**src/rtl/alu_muldiv_seq_if.sv**
```systemverilog
// Request/response bundle for the sequential multiply/divide unit.
// The requester drives the master side; the unit implements the slave side.
interface alu_muldiv_seq_if #(
    parameter int unsigned WIDTH = 32
);
    logic             start;
    logic [1:0]       alu_op;
    logic [5:0]       funct;
    logic [WIDTH-1:0] src_a;
    logic [WIDTH-1:0] src_b;
    logic             busy;
    logic             done;
    logic             div_by_zero;
    logic             stall;
    logic [WIDTH-1:0] result;
    logic [WIDTH-1:0] hi;
    logic [WIDTH-1:0] lo;

    modport master (
        output start, alu_op, funct, src_a, src_b,
        input  busy, done, div_by_zero, stall, result, hi, lo
    );

    modport slave (
        input  start, alu_op, funct, src_a, src_b,
        output busy, done, div_by_zero, stall, result, hi, lo
    );
endinterface

```
**src/rtl/alu_muldiv_seq.sv**
```systemverilog
// Iterative MIPS-style HI/LO unit: shift-add multiply and restoring divide,
// one bit per cycle, with mfhi/mflo/mthi/mtlo access to HI/LO.
module alu_muldiv_seq #(
    parameter int unsigned WIDTH     = 32,
    parameter bit          SIGNED_EN = 1'b1
) (
    input  logic             clk,
    input  logic             reset,
    alu_muldiv_seq_if.slave  bus
);
    localparam int unsigned W2 = 2 * WIDTH;
    localparam int unsigned CW = $clog2(WIDTH + 1);

    typedef enum logic [1:0] {S_IDLE, S_RUN, S_FIX} state_t;

    state_t          state_q, state_d;
    logic [CW-1:0]   cnt_q;
    logic [W2-1:0]   p_q;
    logic [WIDTH-1:0] b_q;
    logic            is_div_q, neg_q_q, neg_r_q, dbz_q;
    logic [WIDTH-1:0] hi_q, lo_q;
    logic            busy_q, done_q, dbz_pulse_q;

    // Instruction decode; only alu_op = 2'b10 selects this unit.
    logic act;
    logic dec_mult, dec_multu, dec_div, dec_divu;
    logic dec_mfhi, dec_mflo, dec_mthi, dec_mtlo;
    logic dec_md, dec_any;

    assign act       = (bus.alu_op == 2'b10);
    assign dec_mult  = act && (bus.funct == 6'b011000);
    assign dec_multu = act && (bus.funct == 6'b011001);
    assign dec_div   = act && (bus.funct == 6'b011010);
    assign dec_divu  = act && (bus.funct == 6'b011011);
    assign dec_mfhi  = act && (bus.funct == 6'b010000);
    assign dec_mflo  = act && (bus.funct == 6'b010010);
    assign dec_mthi  = act && (bus.funct == 6'b010001);
    assign dec_mtlo  = act && (bus.funct == 6'b010011);
    assign dec_md    = dec_mult || dec_multu || dec_div || dec_divu;
    assign dec_any   = dec_md || dec_mfhi || dec_mflo || dec_mthi || dec_mtlo;

    logic             idle, go_md, go_zero, op_div, op_signed, a_neg, b_neg;
    logic [WIDTH-1:0] a_abs, b_abs;

    assign idle      = (state_q == S_IDLE);
    assign go_md     = bus.start && idle && dec_md;
    assign op_div    = dec_div || dec_divu;
    assign go_zero   = go_md && op_div && (bus.src_b == '0);
    assign op_signed = SIGNED_EN && (dec_mult || dec_div);
    assign a_neg     = op_signed && bus.src_a[WIDTH-1];
    assign b_neg     = op_signed && bus.src_b[WIDTH-1];
    assign a_abs     = a_neg ? -bus.src_a : bus.src_a;
    assign b_abs     = b_neg ? -bus.src_b : bus.src_b;

    // One iteration: p_q holds {acc/remainder, multiplier/quotient}.
    logic [WIDTH:0]  add_sum, div_shift, div_trial;
    logic [W2-1:0]   step_d;

    assign add_sum   = {1'b0, p_q[W2-1:WIDTH]} + (p_q[0] ? {1'b0, b_q} : '0);
    assign div_shift = {p_q[W2-1:WIDTH], p_q[WIDTH-1]};
    assign div_trial = div_shift - {1'b0, b_q};
    assign step_d    = !is_div_q    ? {add_sum, p_q[WIDTH-1:1]} :
                       div_trial[WIDTH] ? {div_shift[WIDTH-1:0], p_q[WIDTH-2:0], 1'b0} :
                                          {div_trial[WIDTH-1:0], p_q[WIDTH-2:0], 1'b1};

    // Sign correction applied while in FIX.
    logic [W2-1:0]    prod_fix;
    logic [WIDTH-1:0] fin_hi, fin_lo;

    assign prod_fix = neg_q_q ? -p_q : p_q;

    always_comb begin
        fin_hi = p_q[W2-1:WIDTH];
        fin_lo = p_q[WIDTH-1:0];
        if (!dbz_q) begin
            if (is_div_q) begin
                fin_lo = neg_q_q ? -p_q[WIDTH-1:0] : p_q[WIDTH-1:0];
                fin_hi = neg_r_q ? -p_q[W2-1:WIDTH] : p_q[W2-1:WIDTH];
            end else begin
                fin_hi = prod_fix[W2-1:WIDTH];
                fin_lo = prod_fix[WIDTH-1:0];
            end
        end
    end

    always_ff @(posedge clk) begin
        if (reset) state_q <= S_IDLE;
        else       state_q <= state_d;
    end

    // The final RUN cycle (counter = WIDTH) retires the counter and hands off to FIX.
    always_comb begin
        state_d = state_q;
        case (state_q)
            S_IDLE:  if (go_md) state_d = go_zero ? S_FIX : S_RUN;
            S_RUN:   if (cnt_q == CW'(WIDTH)) state_d = S_FIX;
            S_FIX:   state_d = S_IDLE;
            default: state_d = S_IDLE;
        endcase
    end

    always_ff @(posedge clk) begin
        if (reset) begin
            cnt_q       <= '0;
            p_q         <= '0;
            b_q         <= '0;
            is_div_q    <= 1'b0;
            neg_q_q     <= 1'b0;
            neg_r_q     <= 1'b0;
            dbz_q       <= 1'b0;
            hi_q        <= '0;
            lo_q        <= '0;
            busy_q      <= 1'b0;
            done_q      <= 1'b0;
            dbz_pulse_q <= 1'b0;
        end else begin
            busy_q      <= (state_d != S_IDLE);
            done_q      <= (state_d == S_FIX);
            dbz_pulse_q <= go_zero;
            case (state_q)
                S_IDLE: begin
                    if (go_md) begin
                        cnt_q    <= '0;
                        b_q      <= b_abs;
                        is_div_q <= op_div;
                        neg_q_q  <= a_neg ^ b_neg;
                        neg_r_q  <= a_neg;
                        dbz_q    <= go_zero;
                        p_q      <= go_zero ? {bus.src_a, {WIDTH{1'b1}}}
                                            : {{WIDTH{1'b0}}, a_abs};
                    end else if (bus.start && dec_mthi) begin
                        hi_q <= bus.src_a;
                    end else if (bus.start && dec_mtlo) begin
                        lo_q <= bus.src_a;
                    end
                end
                S_RUN: begin
                    if (cnt_q != CW'(WIDTH)) begin
                        p_q   <= step_d;
                        cnt_q <= cnt_q + CW'(1);
                    end
                end
                S_FIX: begin
                    hi_q <= fin_hi;
                    lo_q <= fin_lo;
                end
                default: ;
            endcase
        end
    end

    assign bus.busy        = busy_q;
    assign bus.done        = done_q;
    assign bus.div_by_zero = dbz_pulse_q;
    assign bus.hi          = hi_q;
    assign bus.lo          = lo_q;
    assign bus.stall       = bus.start && dec_any && busy_q;
    assign bus.result      = dec_mfhi ? hi_q : (dec_mflo ? lo_q : '0);
endmodule

```
**src/flat_wrapper.sv**
```systemverilog
// flat-port wrapper written by rule: the top's interface ports become plain ports
module alu_muldiv_seq_flat 
#(
    parameter int unsigned WIDTH     = 32,
    parameter bit          SIGNED_EN = 1'b1
)
  (clk, reset, bus_start, bus_alu_op, bus_funct, bus_src_a, bus_src_b, bus_busy, bus_done, bus_div_by_zero, bus_stall, bus_result, bus_hi, bus_lo);
  alu_muldiv_seq_if #(.WIDTH(WIDTH)) bus_i ();
  input  logic clk;
  input  logic reset;
  input wire logic [$bits(bus_i.start)-1:0] bus_start;
  input wire logic [$bits(bus_i.alu_op)-1:0] bus_alu_op;
  input wire logic [$bits(bus_i.funct)-1:0] bus_funct;
  input wire logic [$bits(bus_i.src_a)-1:0] bus_src_a;
  input wire logic [$bits(bus_i.src_b)-1:0] bus_src_b;
  output wire logic [$bits(bus_i.busy)-1:0] bus_busy;
  output wire logic [$bits(bus_i.done)-1:0] bus_done;
  output wire logic [$bits(bus_i.div_by_zero)-1:0] bus_div_by_zero;
  output wire logic [$bits(bus_i.stall)-1:0] bus_stall;
  output wire logic [$bits(bus_i.result)-1:0] bus_result;
  output wire logic [$bits(bus_i.hi)-1:0] bus_hi;
  output wire logic [$bits(bus_i.lo)-1:0] bus_lo;
  assign bus_i.start = bus_start;
  assign bus_i.alu_op = bus_alu_op;
  assign bus_i.funct = bus_funct;
  assign bus_i.src_a = bus_src_a;
  assign bus_i.src_b = bus_src_b;
  assign bus_busy = bus_i.busy;
  assign bus_done = bus_i.done;
  assign bus_div_by_zero = bus_i.div_by_zero;
  assign bus_stall = bus_i.stall;
  assign bus_result = bus_i.result;
  assign bus_hi = bus_i.hi;
  assign bus_lo = bus_i.lo;
  alu_muldiv_seq #(.WIDTH(WIDTH), .SIGNED_EN(SIGNED_EN)) u_core (.clk(clk), .reset(reset), .bus(bus_i));
endmodule
```
**config.mk**
```make
export PLATFORM = sky130hd
export DESIGN_NAME = alu_muldiv_seq_flat
export DESIGN_NICKNAME = d
export VERILOG_FILES = /design/src/rtl/alu_muldiv_seq_if.sv /design/src/rtl/alu_muldiv_seq.sv /design/src/flat_wrapper.sv
export SDC_FILE = /design/constraint.sdc
export NUM_CORES = 1
export LEC_CHECK = 0
export BUFFER_PORTS_ARGS = -buffer_cell sky130_fd_sc_hd__buf_2
export CAP_MARGIN = 40
export CELL_PAD_IN_SITES_DETAIL_PLACEMENT = 0
export CELL_PAD_IN_SITES_GLOBAL_PLACEMENT = 1
export CORE_UTILIZATION = 45
export DETAILED_ROUTE_END_ITERATION = 6
export PLACE_DENSITY_LB_ADDON = 0.1
export SYNTH_ARGS = -nofsm -noshare
export SYNTH_HDL_FRONTEND = slang
export SYNTH_SLANG_ARGS = --single-unit
```
**constraint.sdc**
```tcl
create_clock -name clk -period 5.2 [get_ports clk]
set_input_delay 1.04 -clock clk [delete_from_list [all_inputs] [get_ports clk]]
set_output_delay 1.04 -clock clk [all_outputs]
set_load 0.03 [all_outputs]
```
==> metrics <==
core area 33620 sq um; Antenna Cells 0; CP top delay family compound AO/OA/AOI/OAI gates; Power Dens Cells 192.0 nW/um^2; worst-path maximum fanout 19; largest cells by area after synthesis dfxtp_1, nor2_1, a21oi_1; clk buf depth 2; root buffer selected by CTS clkbuf_16; IO buf count 174; # Post-CTS Setup Buffers 0; Synth Instances 2145; post-synth top area cell dfxtp_1; period utilization 76.42%; Register-to-Register Path Depth 13; Post-route DRC 0; Vias 16450; CTS tree done; post-CTS sizing 0; synthesized area per cell 7.182 sq um; final wirelength 60.89 mm; Synth top area share 22.74%; Hold Path Sink u_core.b_q[30]; total power 3.290 mW; Synth cell types 73; Max-Cap Viols 0; clk slew on worst S/H paths 70 ps; clock latency at the later pin of the worst-skew pair 460 ps; area grow syn2layout 11.23%; H-Tree Depth 4; CTS Sinks 175; Post-synth EDFFs 0; initial core utilization 45.83%; share of cells above drive strength 1 12.97%; # rows 67; P_leak 6.857 nW; worst slack at placement 1156 ps; GRT overflow 0; r2r setup slk 1230 ps; Worst Hold Class flip-flop to flip-flop; die area 34980 sq um; initial antenna violation count 0; fmax 251.7 MHz; Final GP Congestion 0.9545; WL/cell 22.76 microns; Syn Nets 2292; Detail Placement HPWL 47.10 mm; worst r2r src u_core.p_q[31]; nets@finish 2362; Max stage delay on crit path 440 ps; post-synthesis sequential area ratio 22.74%; Critical-path top delay cell o21ai_0; hold-fix buffers at CTS 0; ys async rst share 0%; setup TNS 0 ps; RSZ-0062 raised after global routing false; first-pass GRT wire length 92.38 mm; R2R Path End u_core.p_q[48]; Detailed Routing Iterations Pass 1 7; mapped cell area 15400 sq um; Final setup viols 0; CP Class flip-flop to flip-flop; Critical Path Sink Type flip-flop; Worst Path Buf+Inv 2; Fin. Hold Viols 0; flops & latches, synth 175; Synthesis Warnings 0; post-route ant nets 0; status completed; hold path depth 2; GRT Util Overall 34.29%; most frequent cell after synthesis nor2_1; vias in the first global route 15320; DRT iter0 DRCs 1350; CTS Buf Count 17; CP Launch Type flip-flop; Die Span Y 187.0 microns; clock skew 12.18 ps; Worst Setup Slack, final 1226 ps; fill count 3432; CP Data Arrival Time 4290 ps; Peak VDD IR 238.5 uV; I/O Pins 175; Commonest cells post-synth nor2_1, a21oi_1, dfxtp_1; critical path cell sequence inv_1 -> ha_1 -> fa_1 -> nand2b_1 -> a21oi_1 -> o31ai_1 -> o21ai_0 -> o31ai_1 -> xnor2_2 -> buf_4 -> mux2_2 -> a21oi_1 -> nor3_1; Critical Path RT 5510 ps; Slew Viols, Final 0; pin count of the biggest net entering global routing 85; Die X 187.0 microns; Slew @ Worst Pin 927.7 ps; worst hold path startpoint u_core.b_q[30]; vias per inst 6.148; Period minus WS final 3974 ps; Top FF cell, synth dfxtp_1; worst slew margin relative to its limit 38.15%
## stage by stage
step | instances | hold slack, ps | cell area [sq um] | utilization (%)
global route | 2676 | 484.1 | 17140 | 50.97
CTS | 2676 | 460.9 | 17140 | 50.97
finish | 2676 | 458.7 | 17140 | 50.97
floorplan | 2145 | 431.9 | 15400 | -
global placement | 2641 | 447.0 | 16530 | 49.18
detailed placement | 2644 | 447.4 | 16570 | 49.29
## worst max-delay path by stage
stage	startpoint	cells after the start	endpoint	slack (ps)
5_1_grt	u_core.p_q[31]	13	u_core.p_q[45]	940
3_3_place_gp	bus_alu_op[0]	6	bus_result[25]	1260
4_1_cts	u_core.p_q[31]	13	u_core.p_q[48]	1200
3_5_place_dp	bus_src_b[6]	12	u_core.p_q[53]	1160
2_1_floorplan	bus_alu_op[0]	6	bus_result[10]	1510
6_report	u_core.p_q[31]	13	u_core.p_q[48]	1230
## flip-flops by register name, indices dropped and copies added, names as in the netlist
| register | flops |
|---|---|
| u_core.bus.lo | 32 |
| u_core.bus.div_by_zero | 1 |
| u_core.dbz_q | 1 |
| u_core.neg_r_q | 1 |
| u_core.b_q | 32 |
| u_core.bus.hi | 32 |
| u_core.p_q | 64 |
| u_core.state_q | 2 |
| u_core.is_div_q | 1 |
| u_core.cnt_q | 6 |
| u_core.bus.busy | 1 |
| u_core.bus.done | 1 |
| u_core.neg_q_q | 1 |
## area by class of cell
| type | instances | area, sq um | area share, % |
|---|---|---|---|
| well taps | 448 | 560.5 | 3.271 |
| repair buffers | 211 | 1170 | 6.827 |
| inverters | 64 | 240.2 | 1.402 |
| clock inverters | 14 | 135.1 | 0.7886 |
| flip-flops and latches | 175 | 3507 | 20.47 |
| multi-input cells | 1746 | 11090 | 64.74 |
| clock buffers | 18 | 429.2 | 2.505 |
## tightest hold or removal path, cell delays in order, from the launching register on
cell,delay (ps)
dfxtp_1,310
nand2_1,50
a21oi_1,50
## cell families after synthesis
logic type / count (synthesis) / synth area share [%]
fa+ha+maj: 72 / 5.945
compound gates: 673 / 28.25
buf+inv: 224 / 5.564
mux: 78 / 5.149
simple gates: 757 / 22.91
flops: 175 / 22.74
xor+xnor: 166 / 9.438
## cells in the final DEF (no fill, tap or decap), drive strengths merged, types with 17 or more instances in the layout
| master | n |
|---|---|
| ha | 70 |
| a21o | 30 |
| nor3 | 58 |
| a221oi | 40 |
| xnor2 | 85 |
| nor2 | 325 |
| nand2 | 155 |
| or3 | 24 |
| buf | 211 |
| a211oi | 95 |
| a31oi | 34 |
| dfxtp | 175 |
| a21oi | 226 |
| o21ai | 104 |
| mux2i | 68 |
| nand4 | 18 |
| xor2 | 81 |
| nand3 | 36 |
| inv | 68 |
| o31ai | 21 |
| nor4 | 26 |
| clkbuf | 18 |
| or4 | 17 |
## layer usage
metal  global-route usage (%)  wire [microns]  share of wire [%]  vias up
met3                    4.709            3659                6.0      128
met5                        0               0                  0        -
met4                    18.13            3121                5.1        0
met1                    44.04           26260                 43     7728
li1                         -               -                  -     7962
met2                    55.80           27850                 46      633
## power by group
part	leakage (nW)	total [mW]	internal [mW]	switching (mW)
clock network	0.274	1.29	0.669	0.622
registers	1.41	1.36	1.35	0.0157
logic	5.17	0.638	0.222	0.416
total	6.86	3.29	2.24	1.05
(Power assumes the default switching activity.)
